`src/rtl/mem_definitions.sv`:
```
// Shared memory-access types for the data-memory path: access size/sign
// encoding and the data-memory controller state encoding.
package mem_definitions;

   typedef enum logic [2:0] {
      BYTE  = 3'd0,
      HALF  = 3'd1,
      WORD  = 3'd2,
      UBYTE = 3'd3,
      UHALF = 3'd4
   } mem_mask_t;

   typedef enum logic [1:0] {
      IDLE = 2'd0,
      BUS  = 2'd1,
      DONE = 2'd2
   } dmem_state_t;

endpackage

```
`src/rtl/dmem_lane_gen.sv`:
```
// Byte-lane generation for a data-memory access: byte enables, lane-replicated
// store data and alignment check, all from the access size and address low bits.
module dmem_lane_gen
   import mem_definitions::*;
(
   input  mem_mask_t   mem_type,
   input  logic [1:0]  addr,
   input  logic [31:0] wdata,
   output logic [3:0]  be,
   output logic [31:0] wdata_rep,
   output logic        misaligned
);

   // Unknown encodings enable no lanes and are never flagged as misaligned.
   always_comb begin
      be         = 4'b0000;
      wdata_rep  = wdata;
      misaligned = 1'b0;
      case (mem_type)
         BYTE, UBYTE: begin
            be        = 4'b0001 << addr;
            wdata_rep = {4{wdata[7:0]}};
         end
         HALF, UHALF: begin
            be         = addr[1] ? 4'b1100 : 4'b0011;
            wdata_rep  = {2{wdata[15:0]}};
            misaligned = addr[0];
         end
         WORD: begin
            be         = 4'b1111;
            misaligned = (addr != 2'b00);
         end
         default: begin
            be         = 4'b0000;
            wdata_rep  = wdata;
            misaligned = 1'b0;
         end
      endcase
   end

endmodule

```
`src/rtl/dmem_ctrl.sv`:
```
// Data-memory controller: turns memory-stage load/store requests into a
// single-outstanding bus transaction, stalling the pipeline until completion.
module dmem_ctrl
   import mem_definitions::*;
#(
   parameter int TIMEOUT_CYCLES = 255
) (
   input  logic        clk,
   input  logic        rst_n,
   input  logic        m_MemRead,
   input  logic        m_MemWrite,
   input  mem_mask_t   m_mem_type,
   input  logic [31:0] m_addr,
   input  logic [31:0] m_wdata,
   output logic        stall_mem,
   output logic [31:0] read_data,
   output logic        misalign,
   output logic        bus_err,
   output logic        bus_req,
   output logic        bus_we,
   output logic [31:0] bus_addr,
   output logic [3:0]  bus_be,
   output logic [31:0] bus_wdata,
   input  logic        bus_ack,
   input  logic [31:0] bus_rdata
);

   dmem_state_t state;
   logic [31:0] cnt;
   logic [3:0]  be_s;
   logic [31:0] wdata_s;
   logic        misaligned_s;
   logic        req_s;

   dmem_lane_gen u_lane_gen (
      .mem_type   (m_mem_type),
      .addr       (m_addr[1:0]),
      .wdata      (m_wdata),
      .be         (be_s),
      .wdata_rep  (wdata_s),
      .misaligned (misaligned_s)
   );

   assign req_s = m_MemRead | m_MemWrite;

   // rst_n is active-high here: the stall must drop while reset is held.
   assign stall_mem = !rst_n &&
                      (((state == IDLE) && req_s && !misaligned_s) || (state == BUS));

   // Transaction FSM with registered bus side, status pulses and read data.
   always_ff @(posedge clk) begin
      if (rst_n) begin
         state     <= IDLE;
         cnt       <= 32'd0;
         bus_req   <= 1'b0;
         bus_we    <= 1'b0;
         bus_addr  <= 32'd0;
         bus_be    <= 4'b0000;
         bus_wdata <= 32'd0;
         read_data <= 32'd0;
         misalign  <= 1'b0;
         bus_err   <= 1'b0;
      end else begin
         misalign <= 1'b0;
         bus_err  <= 1'b0;
         case (state)
            IDLE: begin
               if (req_s && !misaligned_s) begin
                  state     <= BUS;
                  cnt       <= 32'd0;
                  bus_req   <= 1'b1;
                  bus_we    <= m_MemWrite;
                  bus_addr  <= {m_addr[31:2], 2'b00};
                  bus_be    <= be_s;
                  bus_wdata <= wdata_s;
               end else if (req_s) begin
                  misalign  <= 1'b1;
                  read_data <= 32'd0;
               end
            end
            BUS: begin
               if (bus_ack) begin
                  if (!bus_we) begin
                     read_data <= bus_rdata;
                  end
                  state   <= DONE;
                  bus_req <= 1'b0;
                  bus_we  <= 1'b0;
               end else if (cnt == 32'(TIMEOUT_CYCLES - 1)) begin
                  bus_err   <= 1'b1;
                  read_data <= 32'd0;
                  state     <= DONE;
                  bus_req   <= 1'b0;
                  bus_we    <= 1'b0;
               end else begin
                  cnt <= cnt + 32'd1;
               end
            end
            DONE: begin
               state <= IDLE;
            end
            default: begin
               state   <= IDLE;
               bus_req <= 1'b0;
               bus_we  <= 1'b0;
            end
         endcase
      end
   end

endmodule
```
`config.mk`:
```
export PLATFORM = sky130hd
export DESIGN_NAME = dmem_ctrl
export DESIGN_NICKNAME = d
export VERILOG_FILES = /design/src/rtl/mem_definitions.sv /design/src/rtl/dmem_lane_gen.sv /design/src/rtl/dmem_ctrl.sv
export SDC_FILE = /design/constraint.sdc
export NUM_CORES = 1
export LEC_CHECK = 0
export BUFFER_PORTS_ARGS = -buffer_cell sky130_fd_sc_hd__buf_2
export CAP_MARGIN = 20
export CELL_PAD_IN_SITES_DETAIL_PLACEMENT = 1
export CELL_PAD_IN_SITES_GLOBAL_PLACEMENT = 2
export CORE_MARGIN = 3
export CORE_UTILIZATION = 29
export CTS_CLUSTER_SIZE = 40
export DETAILED_ROUTE_END_ITERATION = 10
export GPL_ROUTABILITY_DRIVEN = 0
export PLACE_DENSITY_LB_ADDON = 0.1
export SLEW_MARGIN = 20
export SYNTH_ARGS = -nofsm -noshare
export SYNTH_HDL_FRONTEND = slang
export SYNTH_HIERARCHICAL = 1
export SYNTH_SLANG_ARGS = --single-unit
```
`constraint.sdc`:
```
create_clock -name clk -period 2.7 [get_ports clk]
set_clock_uncertainty 0.05 [all_clocks]
set_input_delay 0.135 -clock clk [delete_from_list [all_inputs] [get_ports clk]]
set_output_delay 0.135 -clock clk [all_outputs]
set_load 0.05 [all_outputs]
```
Word level (Yosys, flattened, before mapping). Cells that the tools add are included.

Register bits after elaboration: 136. Bits in latches: 0. RAM bits: 0. ROM bits: 0. Input bits: 104. Output and inout port bits: 105. Logic and storage cells: 76. Memories kept: 0.

$add $sub $neg: 1. $mul: 0. Divide/modulo/power cells: 0. Order comparisons: 0. Equality and inequality tests: 14. Shift operators: 1. Muxes and demuxes: 26. Bitwise gates (word level): 4. Reduce and logical (&&, ||, !) cells: 20.

Operators by type and width (number): two-way mux 32 bit (8); one-hot mux 32 bit (2 select lines) (3); adder 32 x 1 -> 32 bit (second input constant) (1); == test 32 x 8 -> 1 bit (second input constant) (1); one-hot mux 4 bit (3 select lines) (1); inequality test 2 bit (second input constant) (4); == test 3 x 2 -> 1 bit (second input constant) (2); two-way mux 1 bit (6); two-way mux 2 bit (3); one-hot mux 1 bit (3 select lines) (2); OR reduction 3 bit (2); AND reduction 5 bit (1); logical AND 1 bit (4); two-way mux 4 bit (1); one-hot mux 2 bit (2 select lines) (1); AND reduction 2 bit (2); AND reduction 4 bit (1); nonzero test 2 bit (2); OR reduction 2 bit (2); left shift 1 x 2 -> 4 bit (first input constant) (1); == test 3 x 1 -> 1 bit (second input constant) (1); == test 3 bit (second input constant) (1); logical NOT 3 bit (1); inequality test 3 x 2 -> 1 bit (second input constant) (1); other kinds (11) (14).

Depth between registers and ports, before layout. Gate-level depths: netlist (run 1).

Depth after elaboration: 7. Gate-level depth with buffers: 9. Gate-level depth less buffers: 7.

Hierarchy. The synthesis (run 1) kept the hierarchy.

By module, submodules not included: dmem_ctrl (times used 1, cells an instance 669, area each 5644.2 um^2, sequential area each 2722.6 um^2); dmem_lane_gen (times used 1, cells an instance 85, area each 709.4 um^2, sequential area each 0.0 um^2).

Least setup slack after synthesis (run 1). No wires, ideal clock.

Kind: input -> register. Start point: input m_mem_type[2]. End point: register cnt[20]. Library setup time: 0.120 ns. Arrival time: 2.123 ns. Required time: 2.530 ns. Setup slack: 0.407 ns. Stages: 9. Buffers on the path: 2. Cells stage by stage: nand2b_1 > clkbuf_1 > a211o_1 > o21ai_0 > or4_2 > nand2b_1 > nor2_1 > buf_2 > a211o_1.

Cells in the longest elaborated chain, start to end: 7. Elaborated cells between the ends (all ways): 9. Those cells by class: eq/ne (4); mux (1); reduce/logical (4).

Ends and longest elaborated chain: from (decl) (line dmem_ctrl.sv:12) `input mem_mask_t m_mem_type,`; == test 3 x 1 -> 1 bit / == test 3 bit (equally long branches) (line dmem_lane_gen.sv:19) `case (mem_type)`; OR reduction 2 bit (line dmem_lane_gen.sv:19); one-hot mux 1 bit (2 select lines) * (line dmem_lane_gen.sv:19); via misaligned_s (line dmem_ctrl.sv:32) `logic misaligned_s;`; logical NOT 1 bit * (line dmem_ctrl.sv:68) `if (req_s && !misaligned_s) begin`; logical AND 1 bit * (line dmem_ctrl.sv:68); inequality test 2 x 1 -> 1 bit (no source line) *; AND reduction 4 bit (no source line) *; to (signal assigned) (line dmem_ctrl.sv:96) `cnt <= cnt + 32'd1;`; to (decl) (line dmem_ctrl.sv:29) `logic [31:0] cnt;`.

The timed path passes the listed nets; every way through them passes the cells marked *. A chain may end at the register's enable or synchronous reset.

Worst setup path after layout (run 1).
Start point: register state[0]. End point: register cnt[31].

Cells in the longest elaborated chain, start to end: 3. Elaborated cells between the ends (all ways): 8. Those cells by class: eq/ne (4); mux (1); reduce/logical (3).

Ends and longest elaborated chain: from (decl) (line dmem_ctrl.sv:28) `dmem_state_t state;`; from (signal assigned) (line dmem_ctrl.sv:53) `state <= IDLE;`; from (signal assigned) (line dmem_ctrl.sv:69) `state <= BUS;`; from (signal assigned) (line dmem_ctrl.sv:86) `state <= DONE;`; == test 2 x 1 -> 1 bit / logical NOT 2 bit (equally long branches) (line dmem_ctrl.sv:66) `case (state)`; inequality test 2 bit (no source line) (tied with other cells); AND reduction 4 bit (no source line).

Parallel ways exist; a longest one is shown, timed or not.

==> results.txt, run 1 <==
----------------------------------------------------
[Outcome]
  Run status ... finished, final reports clean

[Logic synthesis]
  FF+latch count, synth ... 136
  Number of warnings reported in the yosys synthesis log ... 6
  Synth Area in Adders ... 0.00394
  Area share of xor/xnor cells in the synthesized design ... 0.00551
  Instance count of the mapped netlist ... 754
  Yosys top cell by area ... dfxtp_1
  Post-synth design cell area ... 6350 sq um
  Async set or reset register ratio after synthesis ... 0
  Post-Synthesis Mean Instance Area ... 8.43 sq um
  Primary flip-flop cell chosen by synthesis mapping ... dfxtp_1
  Count of flip-flops with a built-in enable after synthesis ... 0
  Post-synthesis compound-gate area fraction ... 0.155
  Dominant combinational cell family by area after synthesis ... simple AND/OR/NAND/NOR gates
  Unique masters post-synth ... 63
  Part of the Yosys area used for sequential elements ... 0.429
  Yosys top cell area share ... 0.429
  Simple-Gate Fraction of Synth Area ... 0.265
  Cells taking the most area after synthesis ... dfxtp_1, nand2_1, mux2i_1, a21oi_1, nand2b_1
  Multiplexer share of the synthesized area ... 0.0914

[Cells and area]
  Area used by multi-input combinational logic ... 3320 sq um
  Most used cells in the layout excluding fill and tap cells ... buf_2, nand2_1, dfxtp_1
  Layout cell share with drive strength beyond 1 ... 0.288
  Area Overhead vs Synth ... 40.6%
  Most common cell after layout, fill and taps aside ... buf_2
  Number of diodes ... 0
  Post-Route Utilization ... 0.420
  Filler cell count in the final layout ... 2554
  Area of all sequential standard cells ... 2720 sq um
  Number of cells in the finished layout apart from fillers ... 1303
  Final #Nets ... 1121

[Worst setup path]
  Crit Path Max Fanout ... 9
  Required time at the worst-slack endpoint ... 2.99 ns
  Combined buffer and inverter count along the critical path ... 0
  Sequence of cells on the critical path ... or3b_4 -> nor4_4 -> nand2_4 -> or3_1 -> a21oi_1
  Slowest cell on the critical path ... dfxtp_1
  CP endpoint kind ... register
  Class of the most critical setup path ... register to register
  Kind of cell with the highest combined delay on the critical path ... simple AND/OR/NAND/NOR gates
  Launching element type of the critical path ... register
  Data arrival time of the critical path ... 2.58 ns
  CP peak stage delay ... 0.53 ns

[Pwr]
  Share of power burned in the clock network ... 0.400
  Reported leakage power ... 3.94 nW
  Part of the power in registers ... 0.373
  Pint ... 3.94 mW
  Sw frac ... 0.327
  Combinational share of power ... 0.227
  Sw power ... 1.92 mW
  Total power of the final layout ... 5.86 mW
  Maximum vdd ir drop ... 0.378 mV
  PwrDens ... 655 nW/um^2

[Die]
  Floorplan die width ... 154 microns
  Area inside the core boundary ... 21300 sq um
  Site row count ... 53
  Number of placed I/O pins ... 209
  Effective utilization at floorplan ... 0.298
  Vertical extent of the die ... 154 microns
  Floorplan die area ... 23700 sq um

[Timing]
  Total of endpoints with negative setup slack in the final report ... 0
  Setup total negative slack ... 0 ns
  Maximum clock frequency ... 0.438 GHz
  Normalized max-slew margin ... 0.458
  Portion of the clock cycle consumed by the worst path in the final layout ... 0.845
  Number of pins with negative max-slew slack in the final report ... 0
  Actual slew at the worst max-slew pin ... 0.814 ns
  Post-layout minimum cycle time ... 2.28 ns
  Hold Slack ... 0.0618 ns
  Unrepaired setup endpoints after global routing ... no
  Final-report hold violation count ... 0

[Flow run]
  Max cap viols ... 0

[CTS]
  Latest clock arrival within the worst-skew pair ... 0.42 ns
  Count of H-tree levels built during CTS ... 4
  # clock sinks ... 136
  Number of buffers inserted during clock tree synthesis ... 17
  CTS tree ... built
  Clock-pin slew reported for the worst setup and hold paths after clock tree synthesis ... 0.06 ns
  Clock Tree Root ... clkbuf_16
  Cts repair resizes ... 0
  Worst-case clock buffer depth ... 2

[Route]
  Vias ... 6596
  Total DRC errors in the routed layout ... 0
  Wire length after detailed routing ... 23100 microns
  DRT Pass-1 Iters ... 6
  Residual antenna-violating net count after detailed routing ... 0
  Avg Vias per Cell ... 5.06
  Detailed router's first-iteration violation count ... 261
  Wirelength per Cell ... 17.7 microns

[Placed design]
  Hpwl dp ... 15900 microns
  Number of port buffers ... 206
  Number of instances in the placed design ... 1199

[Hold path]
  Path type of the worst min-delay path ... input pin to register

[Global routing]
  Wire length of the first global-routing pass ... 36500 microns
  Number of antenna violations at the first check in global routing ... 0
  Total overflow reported by the global router ... 0
  Vias in the first global route ... 6986
  Largest net degree at the start of global routing ... 74
  Global Route Usage Sum ... 0.190

----------------------------------------------------
## layout make-up
class                           instances  area share
Multi-Input combinational cell        554       0.372
Clock buffer                           20      0.0500
Clock inverter                         12      0.0155
Inverter                                4     0.00168
Timing Repair Buffer                  302       0.218
Sequential cell                       136       0.305
Tap cell                              275      0.0385
## worst register-to-register path, stage by stage (launching register included)
cell,delay (ns)
dfxtp_1,0.53
or3b_4,0.48
nor4_4,0.51
nand2_4,0.13
or3_1,0.37
a21oi_1,0.14
## per-stage QoR
stage	cell area (sq um)	worst slack, ns
global placement	7630	0.430
global route	8940	0.214
finish	8940	0.418
CTS	8940	0.408
floorplan	6360	0.407
detailed placement	7630	0.287
## cell usage after synthesis, drive strengths merged (3+ instances only)
cell / count
or3: 7
nand3: 15
buf: 26
a31oi: 6
nand2: 178
and3: 16
inv: 4
xor2: 3
mux2: 16
a211o: 7
o22a: 4
nor2b: 4
dfxtp: 136
nor2: 26
nand4: 14
a21o: 5
nand2b: 37
nor4: 13
or4: 3
a221oi: 8
o22ai: 11
clkbuf: 35
o31ai: 3
nor3: 8
o21ai: 14
nor4b: 3
o211ai: 3
o32ai: 8
mux2i: 40
a21oi: 75
## power by group through the flow
stage,clock network [mW],registers (mW),logic (mW)
after floorplan,0,2.60,0.501
after global placement,0,2.23,1.23
after detailed placement,0,2.23,1.25
after CTS,2.42,2.19,1.34
after global routing,2.51,2.20,1.42
final,2.34,2.19,1.33
## cell families after synthesis
group                    count (synthesis)
other                                    1
AO/OA/AOI/OAI                          155
XOR/XNOR                                 4
flip-flops                             136
buffers and inverters                   65
multiplexers                            56
adder cells (fa/ha/maj)                  2
AND/OR/NAND/NOR                        335
## final timing paths
kind	from	end	slack, ns	depth (start not counted)
hold reg to reg	bus_addr[29]	bus_addr[29]	0.40	2
hold / removal	m_wdata[16]	bus_wdata[16]	0.06	4
setup / recovery	state[0]	cnt[31]	0.42	5
setup reg to reg	state[0]	cnt[31]	0.42	5
## flip-flops by register name, summed over array words and instances (netlist names)
| name | flops |
|---|---|
| bus_addr | 30 |
| bus_be | 4 |
| bus_err | 1 |
| bus_req | 1 |
| bus_wdata | 32 |
| bus_we | 1 |
| cnt | 32 |
| misalign | 1 |
| read_data | 32 |
| state | 2 |
## layer usage
layer	GRT usage	part of all wire	vias up	wire length, microns
li1	-	-	3164	-
met1	0.226	0.43	3231	10000
met2	0.338	0.50	163	11700
met3	0.0357	0.037	38	848
met4	0.0694	0.025	0	588
met5	0	0	-	0
## repair_timing
item	in CTS	in global routing
hold endpoints to repair	75	0
setup buffers	0	0
hold buffers	72	0
(Power assumes the default switching activity.)
==> run 2, diff against run 1 <==
ABC_AREA = 1   (was unset)
CORE_UTILIZATION = 24   (was 29)
clock period = 2 ns   (was 2.7 ns; I/O delays follow)
==> run 2 against run 1 <==
Net effect:
- die area is 28% higher
- register-to-register slack worse by 0.25 ns
- synthesized cell count rose by 38%
- combinational power increased by 110%
- worst hold slack worse by 0.039 ns
- sequential cell count did not move
- sequential share of layout area shrank 2.7 points
- count of clock-buffer cells in the layout shrank 1
- critical path depth grew 3
- via count rose by 12%
- routed wire length rose by 13%
- sequential power increased by 43%
- critical endpoint is now read_data[16]
- largest cell class unchanged
==> results.txt, run 2 <==
----------------------------------------------------
[Worst setup path]
  Most used cell, CP ... nor2_1
  Cells on worst reg2reg path ... 8 (+3)
  Sequence of cells on the critical path ... nand2_2 -> nor2_1 -> nand2_8 -> nand2_8 -> inv_6 -> buf_12 -> nor2_1 -> nor2_1
  CP endpoint kind ... register
  Critical R2R Launch ... state[0]
  Required time at the worst-slack endpoint ... 2.26 ns (-0.73 ns)
  Class of the most critical setup path ... register to register
  Crit Path Max Fanout ... 22 (+13)
  Launching element type of the critical path ... register
  Slowest cell on the critical path ... nor2_1
  CP peak stage delay ... 0.45 ns (-0.08 ns)
  Kind of cell with the highest combined delay on the critical path ... simple AND/OR/NAND/NOR gates
  Data arrival time of the critical path ... 2.10 ns (-0.48 ns)
  Combined buffer and inverter count along the critical path ... 2 (+2)
  Worst setup slack for register-to-register paths ... 0.17 ns (-0.25 ns)
  Worst R2R End ... read_data[16]

[CTS]
  Clock-pin slew reported for the worst setup and hold paths after clock tree synthesis ... 0.07 ns (about the same)
  Count of H-tree levels built during CTS ... 4 (unchanged)
  Worst-case clock buffer depth ... 2 (unchanged)
  # clock sinks ... 136 (unchanged)
  CTS tree ... built
  Clock Tree Root ... clkbuf_16
  Number of buffers inserted during clock tree synthesis ... 17 (unchanged)
  Latest clock arrival within the worst-skew pair ... 0.42 ns (about the same)

[Hold path]
  Path type of the worst min-delay path ... input pin to register
  Worst Hold End ... bus_wdata[30]
  Hold path cells ... 5 (+1)
  Start point of the worst min-delay path ... m_wdata[30]

[Cells and area]
  Layout cell share with drive strength beyond 1 ... 0.251 (-0.0372)
  Filler cell count in the final layout ... 3494 (+37%)
  Most used cells in the layout excluding fill and tap cells ... nor2_1, nand2_1, buf_2
  Area of all sequential standard cells ... 2720 sq um (about the same)
  Most common cell after layout, fill and taps aside ... nor2_1
  Registers with the highest flip-flop counts ... bus_wdata x32, cnt x32, read_data x32
  Number of diodes ... 0 (unchanged)
  Area of all placed cells without fillers ... 9820 sq um (+9.9%)
  Area used by multi-input combinational logic ... 3390 sq um (+2.1%)
  Final #Nets ... 1437 (+28%)
  Area Overhead vs Synth ... 44.5%
  Post-Route Utilization ... 0.358 (-0.0613)

[Timing]
  Setup total negative slack ... 0 ns (unchanged)
  Number of pins with negative max-slew slack in the final report ... 0 (unchanged)
  Worst setup margin ... 0.167 ns (-0.252 ns)
  Portion of the clock cycle consumed by the worst path in the final layout ... 0.917 (+0.0717)
  Normalized max-slew margin ... 0.624 (+0.166)
  Actual slew at the worst max-slew pin ... 0.562 ns (-0.251 ns)
  Unrepaired setup endpoints after global routing ... no
  Final-report hold violation count ... 0 (unchanged)
  Post-layout minimum cycle time ... 1.83 ns (-0.448 ns)
  Maximum clock frequency ... 0.545 GHz (+24%)
  Total of endpoints with negative setup slack in the final report ... 0 (unchanged)

[Pwr]
  Total power of the final layout ... 9.22 mW (+57%)
  Maximum vdd ir drop ... 0.417 mV (+10%)
  PwrDens ... 938 nW/um^2 (+43%)
  Reported leakage power ... 4.72 nW (+20%)

[Logic synthesis]
  Part of the Yosys area used for sequential elements ... 0.401 (-0.0279)
  Count of flip-flops with a built-in enable after synthesis ... 0 (unchanged)
  Post-synth design cell area ... 6800 sq um (+7.0%)
  Unique masters post-synth ... 37 (-41%)
  Yosys top cell area share ... 0.401 (-0.0279)
  Multiplexer share of the synthesized area ... 0 (-0.0914)
  Dominant combinational cell family by area after synthesis ... simple AND/OR/NAND/NOR gates
  Post-synthesis compound-gate area fraction ... 0.110 (-0.0451)
  Simple-Gate Fraction of Synth Area ... 0.369 (+0.105)
  Cells taking the most area after synthesis ... dfxtp_1, nor2_1, nand2_1, o21ai_0, nand3_1
  FF+latch count, synth ... 136 (unchanged)
  Post-Synthesis Mean Instance Area ... 6.55 sq um (-22%)
  Leading cell type by number of instances after synthesis ... nor2_1
  Primary flip-flop cell chosen by synthesis mapping ... dfxtp_1
  Commonest cells in the netlist ... nor2_1, nand2_1, dfxtp_1
  Number of warnings reported in the yosys synthesis log ... 6 (unchanged)
  Async set or reset register ratio after synthesis ... 0 (unchanged)
  Yosys top cell by area ... dfxtp_1
  Instance count of the mapped netlist ... 1037 (+38%)
  Area share of xor/xnor cells in the synthesized design ... 0.0103 (+0.00480)
  Synth Area in Adders ... 0.00368 (-0.000257)

[Placed design]
  Worst-case setup slack after placement ... 0.109 ns (-0.179 ns)
  Hpwl dp ... 18500 microns (+16%)
  Number of port buffers ... 206 (unchanged)
  Post-DP Area ... 8400 sq um (+10%)

[Die]
  Floorplan die width ... 174 microns (+13%)
  Vertical extent of the die ... 174 microns (+13%)
  Effective utilization at floorplan ... 0.248 (-0.0504)
  Number of placed I/O pins ... 209 (unchanged)
  Site row count ... 60 (+13%)
  Area inside the core boundary ... 27400 sq um (+29%)
  Floorplan die area ... 30400 sq um (+28%)

[Global routing]
  Largest net degree at the start of global routing ... 68 (-8.1%)
  Vias in the first global route ... 7827 (+12%)
  Global Route Usage Sum ... 0.172 (-0.0172)
  Number of antenna violations at the first check in global routing ... 0 (unchanged)
  Total overflow reported by the global router ... 0 (unchanged)
  Wire length of the first global-routing pass ... 42500 microns (+17%)

[Route]
  Avg Vias per Cell ... 4.30 (-15%)
  Met2 wire len ... 12300 microns (+5.5%)
  Vias ... 7387 (+12%)
  Detailed router's first-iteration violation count ... 293 (+12%)
  Wirelength per Cell ... 15.2 microns (-14%)
  Total DRC errors in the routed layout ... 0 (unchanged)
  Met3 routed wirelength ... 1520 microns (+80%)
  Wire length after detailed routing ... 26200 microns (+13%)
  Routed length on met1 ... 12100 microns (+21%)
  Top routing layer in use ... met4
  DRT Pass-1 Iters ... 4 (-2)
  Residual antenna-violating net count after detailed routing ... 0 (unchanged)

[Flow run]
  Max cap viols ... 0 (unchanged)

[Outcome]
  Run status ... finished, final reports clean

----------------------------------------------------
==> run 2: cell count changes after synthesis, moves of 16 or more <==
cell,previous run,this run
a21oi_1,74,22
and3_1,16,0
mux2i_1,40,0
nand3_1,15,81
nor2_1,26,242
o21ai_0,13,84
nand2_1,177,236
nand2b_1,37,1
inv_1,4,85
mux2_2,16,0
a21oi_2,0,16
==> run 2: worst max-delay path by stage <==
| stage | start | cells past startpoint | slack, ns | to |
|---|---|---|---|---|
| after floorplan | m_mem_type[2] | 10 | 0.14 | stall_mem |
| after global placement | m_mem_type[0] | 13 | 0.13 | read_data[28] |
| after detailed placement | m_mem_type[2] | 12 | 0.11 | cnt[29] |
| after CTS | state[0] | 6 | 0.02 | stall_mem |
| after global routing | cnt[20] | 12 | 0.003 | read_data[9] |
| final | state[0] | 8 | 0.17 | read_data[16] |
==> run 2: worst min-delay path, stage by stage <==
cell	delay, ns
buf_2	0.08
nand2_1	0.05
nand3_1	0.08
nor2_1	0.05
nor2_1	0.09
==> run 2: what timing repair did <==
action | 4_1_cts | 5_1_grt
hold buffers | 78 | 0
resized for setup | 0 | 7
buffers inserted | 0 | 4
endpoints found under the setup margin | 0 | 28
hold endpoints to repair | 82 | 0
==> run 2: cell type report <==
class,count,area share
Multi-Input combinational cell,750,0.345
Sequential cell,136,0.277
Timing Repair Buffer,337,0.235
Tap cell,372,0.0474
Clock buffer,19,0.0461
Inverter,89,0.0349
Clock inverter,13,0.0136
==> run 2: metal layers <==
layer | vias to the layer above | global-route usage
li1 | 3821 | -
met1 | 3415 | 0.216
met2 | 137 | 0.294
met3 | 14 | 0.0522
met4 | 0 | 0.0322
met5 | - | 0
==> run 2: per-stage QoR <==
stage / cells / hold WS (ns)
after global placement: 1601 / 0.273
final: 1716 / 0.0229
after detailed placement: 1601 / 0.285
after global routing: 1716 / 0.0294
after floorplan: 1038 / 0.185
after CTS: 1711 / 0.00563
==> run 2: power by group <==
part           internal, mW  switching, mW  total (mW)
sequential             3.00          0.142        3.14
combinational         0.799           2.04        2.84
clock                  1.82           1.42        3.24
==> run 2: cell families (layout without fill, tap and decap cells) <==
| group | after synthesis | after routing |
|---|---|---|
| DFF | 136 | 136 |
| adders and majority gates | 2 | 2 |
| xor gates and xnor gates | 8 | 8 |
| AOI/OAI and AO/OA | 136 | 136 |
| other | 1 | 2 |
| buffers and inverters | 153 | 458 |
| and+or+nand+nor | 601 | 602 |
